File: src/rtl/me_frame_sequencer_if.sv
// Search request/acknowledge channel plus per-macroblock result stream.
// The frame sequencer is the master; the ME datapath and result sink form the slave.
interface me_frame_sequencer_if #(
    parameter int SAD_WIDTH  = 16,
    parameter int MVEC_WIDTH = 12,
    parameter int IDX_WIDTH  = 8
);
    logic                  me_req;
    logic                  me_ack;
    logic [SAD_WIDTH-1:0]  me_min_sad;
    logic [MVEC_WIDTH-1:0] me_min_mvec;
    logic                  res_valid;
    logic                  res_ready;
    logic [SAD_WIDTH-1:0]  res_sad;
    logic [MVEC_WIDTH-1:0] res_mvec;
    logic [IDX_WIDTH-1:0]  res_mb_x;
    logic [IDX_WIDTH-1:0]  res_mb_y;

    modport master (
        output me_req,
        input  me_ack,
        input  me_min_sad,
        input  me_min_mvec,
        output res_valid,
        input  res_ready,
        output res_sad,
        output res_mvec,
        output res_mb_x,
        output res_mb_y
    );

    modport slave (
        input  me_req,
        output me_ack,
        output me_min_sad,
        output me_min_mvec,
        input  res_valid,
        output res_ready,
        input  res_sad,
        input  res_mvec,
        input  res_mb_x,
        input  res_mb_y
    );
endinterface

File: src/rtl/me_frame_sequencer.sv
// Four-phase req/ack initiator that walks a frame's macroblocks in raster order,
// streams each search result out and tracks the frame-wide minimum SAD.
module me_frame_sequencer #(
    parameter int SAD_WIDTH      = 16,
    parameter int MVEC_WIDTH     = 12,
    parameter int MB_COLS        = 4,
    parameter int MB_ROWS        = 4,
    parameter int IDX_WIDTH      = 8,
    parameter int TIMEOUT_CYCLES = 16384
) (
    input  logic                 clk,
    input  logic                 rst_n,
    input  logic                 start,
    output logic                 busy,
    output logic                 done,
    output logic                 err,
    output logic [IDX_WIDTH-1:0] mb_x,
    output logic [IDX_WIDTH-1:0] mb_y,
    output logic [SAD_WIDTH-1:0] frame_min_sad,
    output logic [IDX_WIDTH-1:0] frame_min_mb_x,
    output logic [IDX_WIDTH-1:0] frame_min_mb_y,
    me_frame_sequencer_if.master bus
);
    localparam int CNT_WIDTH = (TIMEOUT_CYCLES > 2) ? $clog2(TIMEOUT_CYCLES) : 1;
    localparam logic [CNT_WIDTH-1:0] CNT_LAST = CNT_WIDTH'(TIMEOUT_CYCLES - 1);
    localparam logic [IDX_WIDTH-1:0] LAST_X   = IDX_WIDTH'(MB_COLS - 1);
    localparam logic [IDX_WIDTH-1:0] LAST_Y   = IDX_WIDTH'(MB_ROWS - 1);
    localparam logic [SAD_WIDTH-1:0] SAD_MAX  = {SAD_WIDTH{1'b1}};

    typedef enum logic [2:0] {
        S_IDLE    = 3'd0,
        S_SETUP   = 3'd1,
        S_REQ     = 3'd2,
        S_RELEASE = 3'd3,
        S_FINISH  = 3'd4,
        S_ABORT   = 3'd5
    } state_t;

    state_t                state_q, state_d;
    logic [CNT_WIDTH-1:0]  cnt_q, cnt_d;
    logic                  me_req_q, me_req_d;
    logic                  busy_q, busy_d;
    logic                  done_q, done_d;
    logic                  err_q, err_d;
    logic [IDX_WIDTH-1:0]  mb_x_q, mb_x_d;
    logic [IDX_WIDTH-1:0]  mb_y_q, mb_y_d;
    logic                  res_valid_q, res_valid_d;
    logic [SAD_WIDTH-1:0]  res_sad_q, res_sad_d;
    logic [MVEC_WIDTH-1:0] res_mvec_q, res_mvec_d;
    logic [IDX_WIDTH-1:0]  res_mb_x_q, res_mb_x_d;
    logic [IDX_WIDTH-1:0]  res_mb_y_q, res_mb_y_d;
    logic [SAD_WIDTH-1:0]  fmin_sad_q, fmin_sad_d;
    logic [IDX_WIDTH-1:0]  fmin_x_q, fmin_x_d;
    logic [IDX_WIDTH-1:0]  fmin_y_q, fmin_y_d;
    logic                  capture_s;

    // Next-state, macroblock walk, result capture and frame-minimum tracking.
    always_comb begin
        state_d     = state_q;
        cnt_d       = cnt_q;
        done_d      = 1'b0;
        err_d       = err_q;
        mb_x_d      = mb_x_q;
        mb_y_d      = mb_y_q;
        fmin_sad_d  = fmin_sad_q;
        fmin_x_d    = fmin_x_q;
        fmin_y_d    = fmin_y_q;
        capture_s   = 1'b0;
        res_valid_d = res_valid_q;
        res_sad_d   = res_sad_q;
        res_mvec_d  = res_mvec_q;
        res_mb_x_d  = res_mb_x_q;
        res_mb_y_d  = res_mb_y_q;

        case (state_q)
            S_IDLE: begin
                // busy_q is still high during the done cycle, so a start there is dropped.
                if (start && !busy_q) begin
                    state_d    = S_SETUP;
                    mb_x_d     = '0;
                    mb_y_d     = '0;
                    err_d      = 1'b0;
                    fmin_sad_d = SAD_MAX;
                    fmin_x_d   = '0;
                    fmin_y_d   = '0;
                end else begin
                    state_d = S_IDLE;
                end
            end
            S_SETUP: begin
                cnt_d = '0;
                if (!bus.me_ack && (!res_valid_q || bus.res_ready)) begin
                    state_d = S_REQ;
                end else begin
                    state_d = S_SETUP;
                end
            end
            S_REQ: begin
                if (bus.me_ack) begin
                    capture_s = 1'b1;
                    state_d   = S_RELEASE;
                    if (bus.me_min_sad < fmin_sad_q) begin
                        fmin_sad_d = bus.me_min_sad;
                        fmin_x_d   = mb_x_q;
                        fmin_y_d   = mb_y_q;
                    end else begin
                        fmin_sad_d = fmin_sad_q;
                    end
                end else if (cnt_q == CNT_LAST) begin
                    err_d   = 1'b1;
                    state_d = S_ABORT;
                end else begin
                    cnt_d = cnt_q + CNT_WIDTH'(1);
                end
            end
            S_RELEASE: begin
                if (!bus.me_ack) begin
                    if (mb_x_q == LAST_X && mb_y_q == LAST_Y) begin
                        state_d = S_FINISH;
                    end else if (mb_x_q == LAST_X) begin
                        state_d = S_SETUP;
                        mb_x_d  = '0;
                        mb_y_d  = mb_y_q + IDX_WIDTH'(1);
                    end else begin
                        state_d = S_SETUP;
                        mb_x_d  = mb_x_q + IDX_WIDTH'(1);
                    end
                end else begin
                    state_d = S_RELEASE;
                end
            end
            S_FINISH: begin
                if (!res_valid_q) begin
                    done_d  = 1'b1;
                    state_d = S_IDLE;
                end else begin
                    state_d = S_FINISH;
                end
            end
            S_ABORT: begin
                if (!bus.me_ack) begin
                    state_d = S_IDLE;
                end else begin
                    state_d = S_ABORT;
                end
            end
            default: begin
                state_d = S_IDLE;
            end
        endcase

        // A capture wins over a same-edge consume: the new result stays valid.
        if (capture_s) begin
            res_valid_d = 1'b1;
            res_sad_d   = bus.me_min_sad;
            res_mvec_d  = bus.me_min_mvec;
            res_mb_x_d  = mb_x_q;
            res_mb_y_d  = mb_y_q;
        end else if (res_valid_q && bus.res_ready) begin
            res_valid_d = 1'b0;
        end else begin
            res_valid_d = res_valid_q;
        end

        me_req_d = (state_d == S_REQ);
        busy_d   = (state_d != S_IDLE) || done_d;
    end

    // State and output registers; me_req and everything else clear asynchronously.
    always_ff @(posedge clk or negedge rst_n) begin
        if (!rst_n) begin
            state_q     <= S_IDLE;
            cnt_q       <= '0;
            me_req_q    <= 1'b0;
            busy_q      <= 1'b0;
            done_q      <= 1'b0;
            err_q       <= 1'b0;
            mb_x_q      <= '0;
            mb_y_q      <= '0;
            res_valid_q <= 1'b0;
            res_sad_q   <= '0;
            res_mvec_q  <= '0;
            res_mb_x_q  <= '0;
            res_mb_y_q  <= '0;
            fmin_sad_q  <= SAD_MAX;
            fmin_x_q    <= '0;
            fmin_y_q    <= '0;
        end else begin
            state_q     <= state_d;
            cnt_q       <= cnt_d;
            me_req_q    <= me_req_d;
            busy_q      <= busy_d;
            done_q      <= done_d;
            err_q       <= err_d;
            mb_x_q      <= mb_x_d;
            mb_y_q      <= mb_y_d;
            res_valid_q <= res_valid_d;
            res_sad_q   <= res_sad_d;
            res_mvec_q  <= res_mvec_d;
            res_mb_x_q  <= res_mb_x_d;
            res_mb_y_q  <= res_mb_y_d;
            fmin_sad_q  <= fmin_sad_d;
            fmin_x_q    <= fmin_x_d;
            fmin_y_q    <= fmin_y_d;
        end
    end

    assign bus.me_req     = me_req_q;
    assign bus.res_valid  = res_valid_q;
    assign bus.res_sad    = res_sad_q;
    assign bus.res_mvec   = res_mvec_q;
    assign bus.res_mb_x   = res_mb_x_q;
    assign bus.res_mb_y   = res_mb_y_q;
    assign busy           = busy_q;
    assign done           = done_q;
    assign err            = err_q;
    assign mb_x           = mb_x_q;
    assign mb_y           = mb_y_q;
    assign frame_min_sad  = fmin_sad_q;
    assign frame_min_mb_x = fmin_x_q;
    assign frame_min_mb_y = fmin_y_q;
endmodule
File: src/flat_wrapper.sv
// flat-port wrapper written by rule: the top's interface ports become plain ports
module me_frame_sequencer_flat 
#(
    parameter int SAD_WIDTH      = 16,
    parameter int MVEC_WIDTH     = 12,
    parameter int MB_COLS        = 4,
    parameter int MB_ROWS        = 4,
    parameter int IDX_WIDTH      = 8,
    parameter int TIMEOUT_CYCLES = 16384
)
  (clk, rst_n, start, busy, done, err, mb_x, mb_y, frame_min_sad, frame_min_mb_x, frame_min_mb_y, bus_me_req, bus_me_ack, bus_me_min_sad, bus_me_min_mvec, bus_res_valid, bus_res_ready, bus_res_sad, bus_res_mvec, bus_res_mb_x, bus_res_mb_y);
  me_frame_sequencer_if #(.SAD_WIDTH(SAD_WIDTH), .MVEC_WIDTH(MVEC_WIDTH), .IDX_WIDTH(IDX_WIDTH)) bus_i ();
  input  logic clk;
  input  logic rst_n;
  input  logic start;
  output logic busy;
  output logic done;
  output logic err;
  output logic [IDX_WIDTH-1:0] mb_x;
  output logic [IDX_WIDTH-1:0] mb_y;
  output logic [SAD_WIDTH-1:0] frame_min_sad;
  output logic [IDX_WIDTH-1:0] frame_min_mb_x;
  output logic [IDX_WIDTH-1:0] frame_min_mb_y;
  output wire logic [$bits(bus_i.me_req)-1:0] bus_me_req;
  input wire logic [$bits(bus_i.me_ack)-1:0] bus_me_ack;
  input wire logic [$bits(bus_i.me_min_sad)-1:0] bus_me_min_sad;
  input wire logic [$bits(bus_i.me_min_mvec)-1:0] bus_me_min_mvec;
  output wire logic [$bits(bus_i.res_valid)-1:0] bus_res_valid;
  input wire logic [$bits(bus_i.res_ready)-1:0] bus_res_ready;
  output wire logic [$bits(bus_i.res_sad)-1:0] bus_res_sad;
  output wire logic [$bits(bus_i.res_mvec)-1:0] bus_res_mvec;
  output wire logic [$bits(bus_i.res_mb_x)-1:0] bus_res_mb_x;
  output wire logic [$bits(bus_i.res_mb_y)-1:0] bus_res_mb_y;
  assign bus_me_req = bus_i.me_req;
  assign bus_i.me_ack = bus_me_ack;
  assign bus_i.me_min_sad = bus_me_min_sad;
  assign bus_i.me_min_mvec = bus_me_min_mvec;
  assign bus_res_valid = bus_i.res_valid;
  assign bus_i.res_ready = bus_res_ready;
  assign bus_res_sad = bus_i.res_sad;
  assign bus_res_mvec = bus_i.res_mvec;
  assign bus_res_mb_x = bus_i.res_mb_x;
  assign bus_res_mb_y = bus_i.res_mb_y;
  me_frame_sequencer #(.SAD_WIDTH(SAD_WIDTH), .MVEC_WIDTH(MVEC_WIDTH), .MB_COLS(MB_COLS), .MB_ROWS(MB_ROWS), .IDX_WIDTH(IDX_WIDTH), .TIMEOUT_CYCLES(TIMEOUT_CYCLES)) u_core (.clk(clk), .rst_n(rst_n), .start(start), .busy(busy), .done(done), .err(err), .mb_x(mb_x), .mb_y(mb_y), .frame_min_sad(frame_min_sad), .frame_min_mb_x(frame_min_mb_x), .frame_min_mb_y(frame_min_mb_y), .bus(bus_i));
endmodule
File: config.mk
export PLATFORM = sky130hd
export DESIGN_NAME = me_frame_sequencer_flat
export DESIGN_NICKNAME = d
export VERILOG_FILES = /design/src/rtl/me_frame_sequencer_if.sv /design/src/rtl/me_frame_sequencer.sv /design/src/flat_wrapper.sv
export SDC_FILE = /design/constraint.sdc
export NUM_CORES = 1
export LEC_CHECK = 0
export CAP_MARGIN = 20
export CORE_ASPECT_RATIO = 1.2
export CORE_UTILIZATION = 45
export CTS_CLUSTER_SIZE = 28
export DETAILED_ROUTE_END_ITERATION = 7
export HOLD_SLACK_MARGIN = 0.02
export PLACE_DENSITY_LB_ADDON = 0.2
export SYNTH_ARGS = -nofsm -noshare
export SYNTH_HDL_FRONTEND = slang
export SYNTH_SLANG_ARGS = --single-unit
File: constraint.sdc
create_clock -name clk -period 4.85 [get_ports clk]
set_clock_uncertainty 0.05 [all_clocks]
set_input_delay 0.97 -clock clk [delete_from_list [all_inputs] [get_ports clk]]
set_output_delay 0.97 -clock clk [all_outputs]
set_load 0.01 [all_outputs]
==> results of run 1 <==
## path summary, 6_finish.rpt
kind,end,slack [ns],cells past startpoint
max,u_core.frame_min_mb_x[1]$_DFFE_PN0P_,1.74,7
min,u_core.bus.res_mb_y[4]$_DFFE_PN0P_,0.44,2
max reg2reg,u_core.busy$_DFF_PN0_,2.22,4
min reg2reg,u_core.bus.res_mb_y[4]$_DFFE_PN0P_,0.44,2
max in group asynchronous,u_core.frame_min_sad[12]$_DFFE_PN1P_,3.23,2
min in group asynchronous,u_core.bus.res_mvec[7]$_DFFE_PN0P_,0.55,1
## layer usage
metal,global-route usage [%],up-vias,wire length [µm]
li1,-,2049,-
met1,25.0,2140,5440
met2,37.4,88,6620
met3,4.80,17,471
met4,8.36,0,161
met5,0,-,0
## Yosys cell counts, types with 7 or more instances
library cell  count  share of area [%]
buf_2             7               0.63
clkbuf_1         17                1.2
dfrtp_1          98                 44
dfstp_2          16                7.6
ha_1             18                4.1
inv_1            19                1.3
mux2_2           42                8.5
mux2i_1          35                6.3
nand2_1          55                3.7
nand2b_1          8               0.90
nand3_1          17                1.5
nand4_1          15                1.7
nor2_1           61                4.1
o21ai_0           8               0.72
xor2_1           13                2.1
## cell usage in the layout, fill, tap and decap left out, types with 3 or more instances in the layout
cell,Yosys,routed
nand2b_1,8,8
a21o_1,3,3
nand3_1,17,17
mux2_2,42,42
ha_1,18,18
a21boi_1,4,4
nor3b_1,4,3
or4_1,5,5
nor2_1,61,61
a31oi_1,3,3
o21ai_0,8,8
clkinv_2,0,6
dfrtp_1,98,98
clkbuf_16,0,17
and3_1,6,6
nand2_1,55,54
xor2_1,13,13
a21oi_1,6,6
dfstp_2,16,16
mux2i_1,35,35
clkdlybuf4s50_1,0,128
nand4_1,15,15
bufinv_16,0,3
buf_4,1,6
inv_1,19,19
or3_1,5,5
and2_1,3,3
nor3_1,4,4
nor4_1,4,4
o21ai_1,6,6
## kinds of logic after synthesis
group                      Yosys count  synth area share [%]
and+or+nand+nor                    197                  17.5
DFF                                114                  51.9
muxes                               77                  14.9
buffers and inverters               48                  3.89
AOI/OAI and AO/OA                   45                  5.38
adders and majority gates           18                  4.07
xor gates and xnor gates            15                  2.37
## flip-flops by register name, indices dropped and copies added, names as in the netlist
register	count
u_core.bus.res_mb_x	8
u_core.bus.res_sad	16
u_core.frame_min_sad	16
u_core.bus.res_mb_y	8
u_core.frame_min_mb_y	8
u_core.cnt_q	14
u_core.bus.me_req	1
u_core.busy	1
u_core.mb_y	8
u_core.state_q	3
u_core.mb_x	8
u_core.bus.res_mvec	12
u_core.err	1
u_core.bus.res_valid	1
u_core.done	1
u_core.frame_min_mb_x	8
## report_power, final
| part | total, mW | internal (mW) | leakage, nW | switching [mW] |
|---|---|---|---|---|
| Clock | 1.24 | 0.829 | 0.296 | 0.413 |
| Combinational | 1.52 | 0.838 | 1.80 | 0.684 |
| Sequential | 1.52 | 1.28 | 1.46 | 0.242 |
## metrics by stage
stage          std cells  util (%)
4_1_cts              813      62.5
3_5_place_dp         781      57.6
3_3_place_gp         781      57.6
5_1_grt              813      62.5
6_report             813      62.5
2_1_floorplan        514         -
## layout make-up
cell class                      instances  area [µm²]  share of cell area (%)
Clock buffer                           21         460                    6.11
Clock inverter                         11         136                    1.81
Tap cell                              161         201                    2.67
Timing Repair Buffer                  134        1330                    17.6
Multi-Input combinational cell        352        2470                    32.7
Inverter                               20        75.1                   0.996
Sequential cell                       114        2870                    38.1
## worst max-delay path: cells and delay by family
family / cells / cell delay (ns)
AOI/OAI and AO/OA: 4 / 1.28
adders and majority gates: 1 / 0.34
buffers and inverters: 1 / 0.46
muxes: 1 / 0.23
==> key figures, run 1 <==
Outcome
  • Status: finished, final reports clean

STA
  • Final Cycle Share: between 60 and 70%
  • Setup ws final: roughly 1.7 ns
  • Final Hold Fails: 0
  • Min Tclk post-route: slightly above 3 ns
  • Max Clock Freq: 0.322 GHz
  • Slew HR: about a third
  • Final Hold Slack: between 0.4 and 0.5 ns
  • Worst Tran Pin Value: 0.978 ns
  • RSZ-0062 raised after global routing: false
  • Final Max Tran Viols: 0
  • Final setup fails: 0
  • Setup TNS: 0 ns

Die
  • Std-Cell Rows: between 40 and 50
  • Die area: 12,800 µm²
  • IO Count: 130
  • Placeable Area: between 10,000 and 15,000 µm²
  • Height of the die: around 120 µm
  • Die X: roughly 100 µm
  • Initial Util: between 40% and 50%

Synthesis
  • Sequential-to-total area share from yosys stat: a little over 50%
  • Post-synthesis instance total: between 500 and 600
  • Area of the mapped netlist: 5540 µm²
  • Number of enable flip-flop cells after synthesis: 0
  • Avg Inst Size Synth: ~11 µm²
  • Post-synth ARST share: 100%
  • Syn. warnings: 0
  • Cell variety after synth: 51
  • Flops & latches, synth: between 100 and 150
  • Post-synth top flop: dfrtp_1
  • Net count after synthesis: 565

Clock network
  • PostCTS Resize Cnt: 0
  • Setup Buffers After CTS: 0
  • Inserted Clock Buffers: 17
  • CTS H-Tree Depth: 4
  • CTS Sinks: approximately 110
  • Root Buffer Master: clkbuf_16
  • Clk slew on worst S/H paths: 0.05 ns
  • Worst-Skew Late Latency: around 0.40 ns
  • Deepest clock path buffer count: 2
  • CTS Hold Bufs: 0
  • CTS tree: yes

Route
  • # DRC: 0
  • WL/cell: between 15 and 20 µm
  • Final wirelength: roughly 13,000 µm
  • Pre-antenna DRT Iters: 4
  • Via density: ~5.3
  • DR iter-0 viols: 162
  • Final ANT Viol Nets: 0
  • DR vias: 4,294

Worst setup path
  • Setup crit start kind: input pin
  • Crit end category: flop
  • Type of the worst setup path: in2reg
  • Worst path cell trace: clkdlybuf4s50_1, ha_1, a21o_1, a221oi_1, o21ai_1, a211o_2, mux2i_1
  • Crit. Startpoint: bus_me_min_sad[5]
  • WP data required: roughly 5 ns
  • Critical path arrival: about 3.3 ns
  • Slowest stage delay, CP: 0.71 ns
  • Slowest cell on crit path: a211o_2
  • Crit Reg-Reg Startpoint: u_core.state_q[0]$_DFF_PN0_
  • Largest fanout on the critical path: 32

Finish
  • Design area: roughly 7500 µm²
  • Ratio of cells with drive above 1 in the final layout: about 16%
  • Fin nets: between 600 and 700
  • Diode count: 0
  • # fillers: 970
  • Area grow syn2layout: 36.2%

Place
  • Placement Setup Slack: about 1.3 ns
  • DP HPWL: 8900 µm
  • RePlAce Congestion: about 0.81
  • Port Buffers: roughly 130
  • Placed cell area: 6940 µm²

GRT
  • Total congestion overflow: 0
  • Global-route wire length before repair: 20,500 µm
  • All-Layer GR Usage: a little over a fifth
  • Largest net degree at the start of global routing: 54
  • Initial antenna violation count: 0
  • Vias in the first global route: 4,279

Job
  • Max-cap viol count: 0

Power and ir drop
  • Max VDD drop: 271 µV
  • Tot Pwr: ~4.3 mW
  • LEAKAGE: approximately 3.6 nW
  • P per Cell Area: ~570 nW/µm²

Worst hold path
  • Worst Min Path Start: u_core.bus.res_mb_y[4]$_DFFE_PN0P_
  • HP Class: reg2reg
Note: power is estimated with default switching activity, not from simulation.
==> run 2, diff against run 1 <==
==> constraint.sdc (replaced) <==
create_clock -name clk -period 3.1 [get_ports clk]
set_clock_uncertainty 0.05 [all_clocks]
set_input_delay 0.62 -clock clk [delete_from_list [all_inputs] [get_ports clk]]
set_output_delay 0.62 -clock clk [all_outputs]
set_load 0.01 [all_outputs]
==> key figures, run 2 (synthesis results as in run 1) <==
Die
  • Initial Util: 45.9%
  • Die X: between 100 and 150 µm
  • Std-Cell Rows: 44
  • Height of the die: between 100 and 150 µm
  • Placeable Area: about 12,000 µm²
  • Die area: 12,800 µm²
  • IO Count: between 100 and 150

Power and ir drop
  • P per Cell Area: 893 nW/µm²
  • Internal: approximately 4.7 mW
  • Max VDD drop: between 300 and 400 µV
  • Part of the power in combinational logic: a little over a third
  • Psw: approximately 2.1 mW
  • LEAKAGE: 3.62 nW
  • Clk pwr share: about 29%
  • Flop pwr share: between 30% and 40%
  • Sw frac: between 30 and 40%

GRT
  • Vias in the first global route: between 4,000 and 5,000
  • All-Layer GR Usage: a little over a fifth
  • Total congestion overflow: 0
  • Global-route wire length before repair: roughly 21,000 µm
  • Initial antenna violation count: 0
  • Largest net degree at the start of global routing: between 50 and 60

Finish
  • Most common cell after layout, fill and taps aside: clkdlybuf4s50_1
  • Area of the multi-input gates: about 2500 µm²
  • # fillers: ~930
  • Area grow syn2layout: 38.3%
  • Reg area: about 2900 µm²
  • Fin nets: 700
  • Ratio of cells with drive above 1 in the final layout: between 15 and 20%
  • Fin util: a little under two thirds
  • Diode count: 0
  • Most frequent cells in the layout: clkdlybuf4s50_1, dfrtp_1, nor2_1, nand2_1, mux2_2

Worst hold path
  • HP Class: in2async

Clock network
  • Deepest clock path buffer count: 2
  • CTS H-Tree Depth: 4
  • Root Buffer Master: clkbuf_16
  • CTS tree: yes
  • CTS Sinks: approximately 110
  • Setup Buffers After CTS: 0
  • Clk slew on worst S/H paths: 0.05 ns
  • Inserted Clock Buffers: 17
  • PostCTS Resize Cnt: 0
  • Worst-Skew Late Latency: 0.40 ns
  • CTS Hold Bufs: 0

STA
  • Final Hold Fails: 0
  • Setup TNS: 0 ns
  • Worst Tran Pin Value: between 0.8 and 0.9 ns
  • Final Cycle Share: between 80 and 90%
  • Max Clock Freq: approximately 0.4 GHz
  • RSZ-0062 raised after global routing: false
  • Final Max Tran Viols: 0
  • Slew HR: between 40 and 50%
  • Min Tclk post-route: between 2 and 3 ns
  • Final setup fails: 0

Route
  • Final wirelength: around 13,000 µm
  • Final ANT Viol Nets: 0
  • DR iter-0 viols: between 150 and 200
  • Pre-antenna DRT Iters: 4
  • Via density: ~5.3
  • DR vias: around 4,400
  • # DRC: 0
  • WL/cell: between 15 and 20 µm

Worst setup path
  • Crit end category: flop
  • Critical path arrival: roughly 2.8 ns
  • Type of the worst setup path: reg2reg
  • Largest fanout on the critical path: 13
  • WP data required: about 3.4 ns
  • Setup crit start kind: flop

Place
  • Port Buffers: around 130
  • RePlAce Congestion: approximately 0.84
  • DP HPWL: about 9300 µm

Outcome
  • Status: finished, final reports clean

Job
  • Max-cap viol count: 0
-- run 2: cell count changes in the layout (fill, tap and decap cells not counted), sizes merged --
| cell | before | now |
|---|---|---|
| buf | 6 | 16 |
| bufinv | 3 | 4 |
| clkinvlp | 1 | 0 |
-- run 2: final cells by class --
| type | instances | share of cell area [%] |
|---|---|---|
| inverter | 20 | 0.981 |
| multi-input combinational | 352 | 32.1 |
| clock inverter | 11 | 2.08 |
| clock buffer | 21 | 6.01 |
| timing repair buffer | 144 | 18.6 |
| tap | 161 | 2.63 |
| sequential | 114 | 37.5 |
-- run 2: routing by layer --
layer | up-vias | share of wire, % | global-route usage, %
li1 | 2075 | - | -
met1 | 2207 | 42 | 25.3
met2 | 108 | 52 | 38.8
met3 | 13 | 4.5 | 5.03
met4 | 0 | 1.4 | 6.51
met5 | - | 0 | 0
-- run 2: per-stage QoR --
step	hold WS, ns	setup WS, ns	power (mW)	instances	cell area, µm²
3_3_place_gp	0.422	0.246	4.78	790	7030
6_report	0.214	0.598	6.84	823	7660
4_1_cts	0.238	0.613	6.92	823	7660
2_1_floorplan	0.274	0.818	3.61	514	5540
5_1_grt	0.275	0.326	7.27	823	7660
3_5_place_dp	0.432	0.183	4.88	791	7040
-- run 2: final timing paths --
kind / from / to / slack, ns / cells past startpoint
max reg2reg: u_core.mb_x[0]$_DFFE_PN0P_ / u_core.mb_x[2]$_DFFE_PN0P_ / 0.60 / 6
min reg2reg: u_core.bus.res_mb_y[4]$_DFFE_PN0P_ / u_core.bus.res_mb_y[4]$_DFFE_PN0P_ / 0.44 / 2
min in group clk: u_core.bus.res_mb_y[4]$_DFFE_PN0P_ / u_core.bus.res_mb_y[4]$_DFFE_PN0P_ / 0.44 / 2
max in group asynchronous: rst_n / u_core.frame_min_sad[14]$_DFFE_PN1P_ / 2.03 / 2
min: rst_n / u_core.bus.res_sad[11]$_DFFE_PN0P_ / 0.21 / 1
max: u_core.mb_x[0]$_DFFE_PN0P_ / u_core.mb_x[2]$_DFFE_PN0P_ / 0.60 / 6
-- run 2: power groups by stage --
stage	clock (mW)	sequential, mW	combinational (mW)
final	2.01	2.37	2.46
after global routing	2.12	2.45	2.70
after CTS	2.05	2.38	2.49
after detailed placement	0	2.40	2.48
after global placement	0	2.37	2.41
after floorplan	0	2.50	1.10
-- run 2: critical path, cell delays in order, from the launching register on --
cell,delay [ns]
dfrtp_1,0.50
ha_1,0.27
nor4b_2,0.38
nand4_1,0.14
a21oi_1,0.65
nand2b_1,0.25
mux2i_1,0.18
==> run 3, diff against run 2 <==
==> constraint.sdc (replaced) <==
create_clock -name clk -period 2 [get_ports clk]
set_clock_uncertainty 0.05 [all_clocks]
set_input_delay 0.4 -clock clk [delete_from_list [all_inputs] [get_ports clk]]
set_output_delay 0.4 -clock clk [all_outputs]
set_load 0.01 [all_outputs]
==> key figures, run 3 (synthesis results as in run 1) <==
Power and ir drop
  • Max VDD drop: approximately 650 µV
  • LEAKAGE: between 4 and 5 nW
  • Tot Pwr: between 10 and 15 mW
  • P per Cell Area: roughly 1400 nW/µm²

Place
  • Port Buffers: 129
  • RePlAce Congestion: between 0.8 and 0.9
  • DP HPWL: 10,200 µm
  • Placed cell area: roughly 7700 µm²

Clock network
  • CTS H-Tree Depth: 4
  • CTS Sinks: 114
  • Inserted Clock Buffers: 17
  • Deepest clock path buffer count: 2
  • Root Buffer Master: clkbuf_16
  • CTS tree: yes
  • Worst-Skew Late Latency: 0.41 ns
  • Clk slew on worst S/H paths: about 0.05 ns

Worst setup path
  • Worst R2R Setup Slack: -0.23 ns
  • Reg-to-Reg End: u_core.frame_min_sad[5]$_DFFE_PN1P_
  • CP Depth: 8
  • WP data required: around 2.3 ns
  • Setup crit start kind: input pin
  • Worst Setup EP: u_core.frame_min_sad[5]$_DFFE_PN1P_
  • Type of the worst setup path: in2reg
  • Crit. Startpoint: bus_me_min_sad[13]
  • Critical path arrival: around 2.5 ns
  • Slowest cell on crit path: clkdlybuf4s50_1
  • Slowest stage delay, CP: about 0.57 ns
  • R2R cell count: 8
  • Largest fanout on the critical path: 18
  • Crit Reg-Reg Startpoint: u_core.frame_min_sad[6]$_DFFE_PN1P_
  • Top delay family on crit path: buffers and inverters
  • Crit end category: flop
  • Buffers & Inverters on Critical Path: 2
  • Worst path cell trace: clkdlybuf4s50_1, ha_4, a211oi_2, nor2_1, or3_1, a211o_4, buf_12, mux2i_2

STA
  • Final Max Tran Viols: 0
  • Slew HR: approximately 72%
  • Setup ws final: -0.246 ns
  • Final Hold Fails: 0
  • Final Cycle Share: 112%
  • RSZ-0062 raised after global routing: true
  • Final setup fails: 32
  • Max Clock Freq: 0.445 GHz
  • Worst Tran Pin Value: roughly 0.4 ns
  • Setup TNS: -6.00 ns
  • Min Tclk post-route: about 2.2 ns

Finish
  • Ratio of cells with drive above 1 in the final layout: 32.4%
  • Most common cell after layout, fill and taps aside: clkdlybuf4s50_1
  • Fin nets: slightly below 800
  • Diode count: 0
  • Reg area: around 2900 µm²
  • Design area: about 8700 µm²
  • Fin util: 72.0%
  • Most frequent cells in the layout: clkdlybuf4s50_1, buf_4, dfrtp_1, nor2_1, nand2_1
  • Area grow syn2layout: 56.7%
  • Area of the multi-input gates: 2700 µm²
  • # fillers: just over 800

Route
  • DR iter-0 viols: 155
  • # DRC: 0
  • Via density: 5.15
  • Pre-antenna DRT Iters: 4
  • Final ANT Viol Nets: 0
  • WL/cell: ~16 µm
  • DR vias: ~4,700
  • Final wirelength: about 15,000 µm

GRT
  • Largest net degree at the start of global routing: 43
  • All-Layer GR Usage: roughly a quarter
  • Total congestion overflow: 0
  • Global-route wire length before repair: approximately 23,000 µm
  • Initial antenna violation count: 0
  • Vias in the first global route: approximately 5,000

Die
  • Die area: 12,800 µm²
  • IO Count: 130
  • Placeable Area: about 12,000 µm²
  • Std-Cell Rows: 44
  • Initial Util: between 40% and 50%
  • Die X: between 100 and 150 µm
  • Height of the die: about 120 µm

Outcome
  • Failing checks: setup timing
  • Status: finished, violations left

Worst hold path
  • HP Class: in2async

Job
  • Max-cap viol count: 0
run 3: cell types whose count changed in the layout (fill, tap and decap cells not counted), sizes merged:
cell / before / now
bufinv: 4 / 6
buf: 16 / 103
clkdlybuf4s50: 128 / 113
dlygate4sd3: 0 / 1
dlymetal6s2s: 0 / 4
clkbuf: 21 / 19
dlygate4sd2: 0 / 11
clkinvlp: 0 / 5
clkinv: 7 / 2
run 3: area by class of cell:
class                   count  area share, %
multi-input cells         352           31.1
clock buffers              19           5.22
flip-flops and latches    114           33.2
well taps                 161           2.32
inverters                  20          0.865
repair buffers            232           24.6
clock inverters            13           2.67
run 3: worst reg2reg max path: stages (launching register included):
cell and delay [ns]:
dfstp_2 0.53, inv_2 0.04, ha_4 0.22, and2_4 0.15, a221oi_2 0.26, o21ai_2 0.12, a211o_4 0.39, buf_12 0.18
mux2i_2 0.20
run 3: power by group:
part | internal (mW) | switching (mW) | total [mW]
Combinational | 2.68 | 2.15 | 4.83
Sequential | 3.11 | 0.425 | 3.54
Clock | 2.40 | 1.07 | 3.47
Total | 8.19 | 3.64 | 11.8
run 3: worst min path at each step:
stage	end	cells after the start	slack, ns
2_1_floorplan	u_core.bus.me_req$_DFF_PN0_	0	0.05
6_report	u_core.bus.res_sad[8]$_DFFE_PN0P_	2	0.43
3_5_place_dp	u_core.bus.res_sad[8]$_DFFE_PN0P_	1	0.32
5_1_grt	u_core.bus.res_mb_y[1]$_DFFE_PN0P_	1	0.46
3_3_place_gp	u_core.bus.res_sad[8]$_DFFE_PN0P_	1	0.31
4_1_cts	u_core.bus.res_sad[8]$_DFFE_PN0P_	2	0.43
run 3: stage by stage:
stage	worst slack, ns	hold slack [ns]	std cells
6_report	-0.246	0.431	911
5_1_grt	-0.306	0.458	911
4_1_cts	-0.252	0.431	905
3_5_place_dp	-0.651	0.316	868
3_3_place_gp	-0.593	0.314	868
2_1_floorplan	-0.144	0.0544	514
run 3: metal layers:
layer	vias to the layer above	share of wire (%)	GRT usage [%]	wire length [µm]
li1	2231	-	-	-
met1	2340	42	27.9	6200
met2	100	53	42.0	7690
met3	25	3.4	5.43	495
met4	0	1.8	10.6	265
met5	-	0	0	0
run 3: what timing repair did:
action                                 in CTS  in global routing
buffers inserted                            3                  5
endpoints found under the hold margin      21                  0
setup endpoints to repair                  47                 46
gates resized for setup                    30                 31
cloned                                      1                  1
hold buffers                                1                  0
pin swaps                                   5                 14
==> patch, RTL diff (settings of run 2) <==
`IDX_WIDTH` is set to 8 in 3 places; all go to 9.
--- a/src/rtl/me_frame_sequencer_if.sv
+++ b/src/rtl/me_frame_sequencer_if.sv
@@ -3,7 +3,7 @@
 interface me_frame_sequencer_if #(
     parameter int SAD_WIDTH  = 16,
     parameter int MVEC_WIDTH = 12,
-    parameter int IDX_WIDTH  = 8
+    parameter int IDX_WIDTH  = 9
 );
     logic                  me_req;
     logic                  me_ack;
--- a/src/rtl/me_frame_sequencer.sv
+++ b/src/rtl/me_frame_sequencer.sv
@@ -5,7 +5,7 @@
     parameter int MVEC_WIDTH     = 12,
     parameter int MB_COLS        = 4,
     parameter int MB_ROWS        = 4,
-    parameter int IDX_WIDTH      = 8,
+    parameter int IDX_WIDTH      = 9,
     parameter int TIMEOUT_CYCLES = 16384
 ) (
     input  logic                 clk,
--- a/src/flat_wrapper.sv
+++ b/src/flat_wrapper.sv
@@ -5,7 +5,7 @@
     parameter int MVEC_WIDTH     = 12,
     parameter int MB_COLS        = 4,
     parameter int MB_ROWS        = 4,
-    parameter int IDX_WIDTH      = 8,
+    parameter int IDX_WIDTH      = 9,
     parameter int TIMEOUT_CYCLES = 16384
 )
   (clk, rst_n, start, busy, done, err, mb_x, mb_y, frame_min_sad, frame_min_mb_x, frame_min_mb_y, bus_me_req, bus_me_ack, bus_me_min_sad, bus_me_min_mvec, bus_res_valid, bus_res_ready, bus_res_sad, bus_res_mvec, bus_res_mb_x, bus_res_mb_y);
Ports: changed (6 resized); port bits go from 130 to 136. No check against the original RTL was run, so the function may have changed too.
==> patch against run 2 <==
- first-iteration DRC count rose by 34%
- worst setup slack got worse by 26 ps
- routed wire length rose by 5.9%
- worst hold slack improved by 16 ps
- sequential cell count rose by 6
- final area rose by 4.3%
- cell count rose by 3.6%
- area after synthesis rose by 5.0%
- clock power rose by 3%
- power fell by 3.2%
- non-clock buffer count rose by 9
- critical endpoint is now u_core.frame_min_sad[6]
- largest power group is now registers
==> patch: results (changes against run 2) <==
| Metric | Value |
|---|---|
| Placer Congestion | `0.833 (-0.71%)` |
| Top post-synthesis cells by area | `dfrtp_1 (45%), mux2_2 (9.1%), dfstp_2 (7.2%), mux2i_1 (6.0%), nor2_1 (4.3%)` |
| Main synth FF type | `dfrtp_1` |
| H-tree Lvls | `4 (unchanged)` |
| Root Buffer | `clkbuf_16` |
| Post-synthesis net count | `583 (+3.2%)` |
| CTS max path bufs | `2 (unchanged)` |
| First-pass GRT wire length | `22700 um (+9.0%)` |
| Routed vias/inst | `5.37 (+0.41%)` |
| Most instantiated cells after synthesis | `dfrtp_1 (104), nor2_1 (66), nand2_1 (51), mux2_2 (47), mux2i_1 (35)` |
| Post-synthesis sequential area ratio | `0.520 (+0.000923)` |
| DP Wirelength | `9650 um (+3.8%)` |
| All-Layer GR Usage | `0.214 (-0.00140)` |
| Flop2flop setup slack | `580 ps (-20 ps)` |
| CP Max Fanout | `20 (+7)` |
| Post-CTS Resized | `0 (unchanged)` |
| Clock Latency Late Sink | `410 ps` |
| Status | `finished, final reports clean` |
| Slowest CP cell | `clkdlybuf4s50_1` |
| Initial antenna violation count | `0 (unchanged)` |
| Drt wl/cell | `16.0 um (+2.1%)` |
| Worst EP arrival | `2810 ps (+30 ps)` |
| Final setup viols | `0 (unchanged)` |
| Share of cells above drive strength 1 | `0.189 (+0.0180)` |
| Vias in the first global route | `4540 (+4.1%)` |
| Met2 usage | `0.362 (-0.0257)` |
| Net count, final | `727 (+3.9%)` |
| Violation count after the first detailed-route iteration | `260 (+34%)` |
| Worst vdd ir | `394 uV (+1.3%)` |
| Synth Warn # | `0 (unchanged)` |
| I/O Buffers | `135 (+4.7%)` |
| Number of buffers created by CTS | `17 (unchanged)` |
| Clk sinks | `120 (+5.3%)` |
| ANT cells | `0 (unchanged)` |
| Met3 Use GR | `0.0421 (-0.00817)` |
| Post-synth cell types | `59 (+16%)` |
| Met1 Resource Use GR | `0.274 (+0.0203)` |
| TritonRoute pass-1 iters | `4 (unchanged)` |
| Reg clk slew, reported paths | `around 60 ps` |
| Post-CTS setup buffer count | `0 (unchanged)` |
| Largest net degree at the start of global routing | `61 (+13%)` |
| Worst Hold Class | `input pin to async pin` |
| Ys async rst share | `1.00 (unchanged)` |
| Largest stage delay, worst path | `450 ps (-200 ps)` |
| Static Leak | `3.77 nW (+4.1%)` |
| Rel. slew slack | `0.415 (-0.0493)` |
[patch: worst max-delay path, delay by kind of cell]
| kind | cells | cell delay (ps) |
|---|---|---|
| simple gates | 2 | 410 |
| buf+inv | 2 | 700 |
| fa+ha+maj | 1 | 330 |
| mux | 1 | 220 |
| compound gates | 2 | 530 |
[patch: path summary, 6_finish.rpt]
check                      cells after the start               start                       to
setup reg to reg                               7     u_core.cnt_q[0]              u_core.busy
setup / recovery                               8  bus_me_min_sad[13]  u_core.frame_min_sad[6]
hold reg to reg                                1          u_core.err               u_core.err
min in group clk                               1          u_core.err               u_core.err
hold / removal                                 1               rst_n    u_core.bus.res_sad[7]
max in group asynchronous                      2               rst_n   u_core.bus.res_mb_y[3]
[patch: logic make-up (layout without fill, tap and decap cells)]
family / after synthesis / in the layout / share of synthesized area
simple gates: 188 / 188 / 0.160
flops: 120 / 120 / 0.520
mux: 82 / 82 / 0.151
compound gates: 65 / 65 / 0.0729
buf+inv: 47 / 204 / 0.0392
fa+ha+maj: 18 / 18 / 0.0387
xor+xnor: 12 / 12 / 0.0181
[patch: metrics by stage]
step	hold slack [ps]	area, um^2	utilization	instances	setup slack, ps
floorplan	274	5820	-	532	754
global placement	418	7360	0.584	821	183
detailed placement	423	7360	0.584	821	139
CTS	235	7990	0.633	853	561
global route	272	7990	0.633	853	391
finish	230	7990	0.633	853	572
[patch: where the power goes]
part	total (W)	switching [W]	internal [W]
clock	0.00208	0.000731	0.00135
sequential	0.00230	0.000283	0.00202
combinational	0.00224	0.00104	0.00121
total	0.00662	0.00205	0.00457
[patch: per-layer routing]
| metal | up-vias | share of wire |
|---|---|---|
| met5 | - | 0 |
| met2 | 123 | 0.51 |
| met4 | 0 | 0.013 |
| li1 | 2161 | - |
| met3 | 15 | 0.043 |
| met1 | 2283 | 0.44 |
[patch: layout make-up]
| class | instances | area [um^2] |
|---|---|---|
| Fill cell | 1007 | 4620 |
| Inverter | 19 | 71.3 |
| Timing Repair Buffer | 153 | 1480 |
| Tap cell | 164 | 205 |
| Clock inverter | 15 | 201 |
| Multi-Input combinational cell | 365 | 2580 |
| Sequential cell | 120 | 3020 |
| Clock buffer | 17 | 425 |
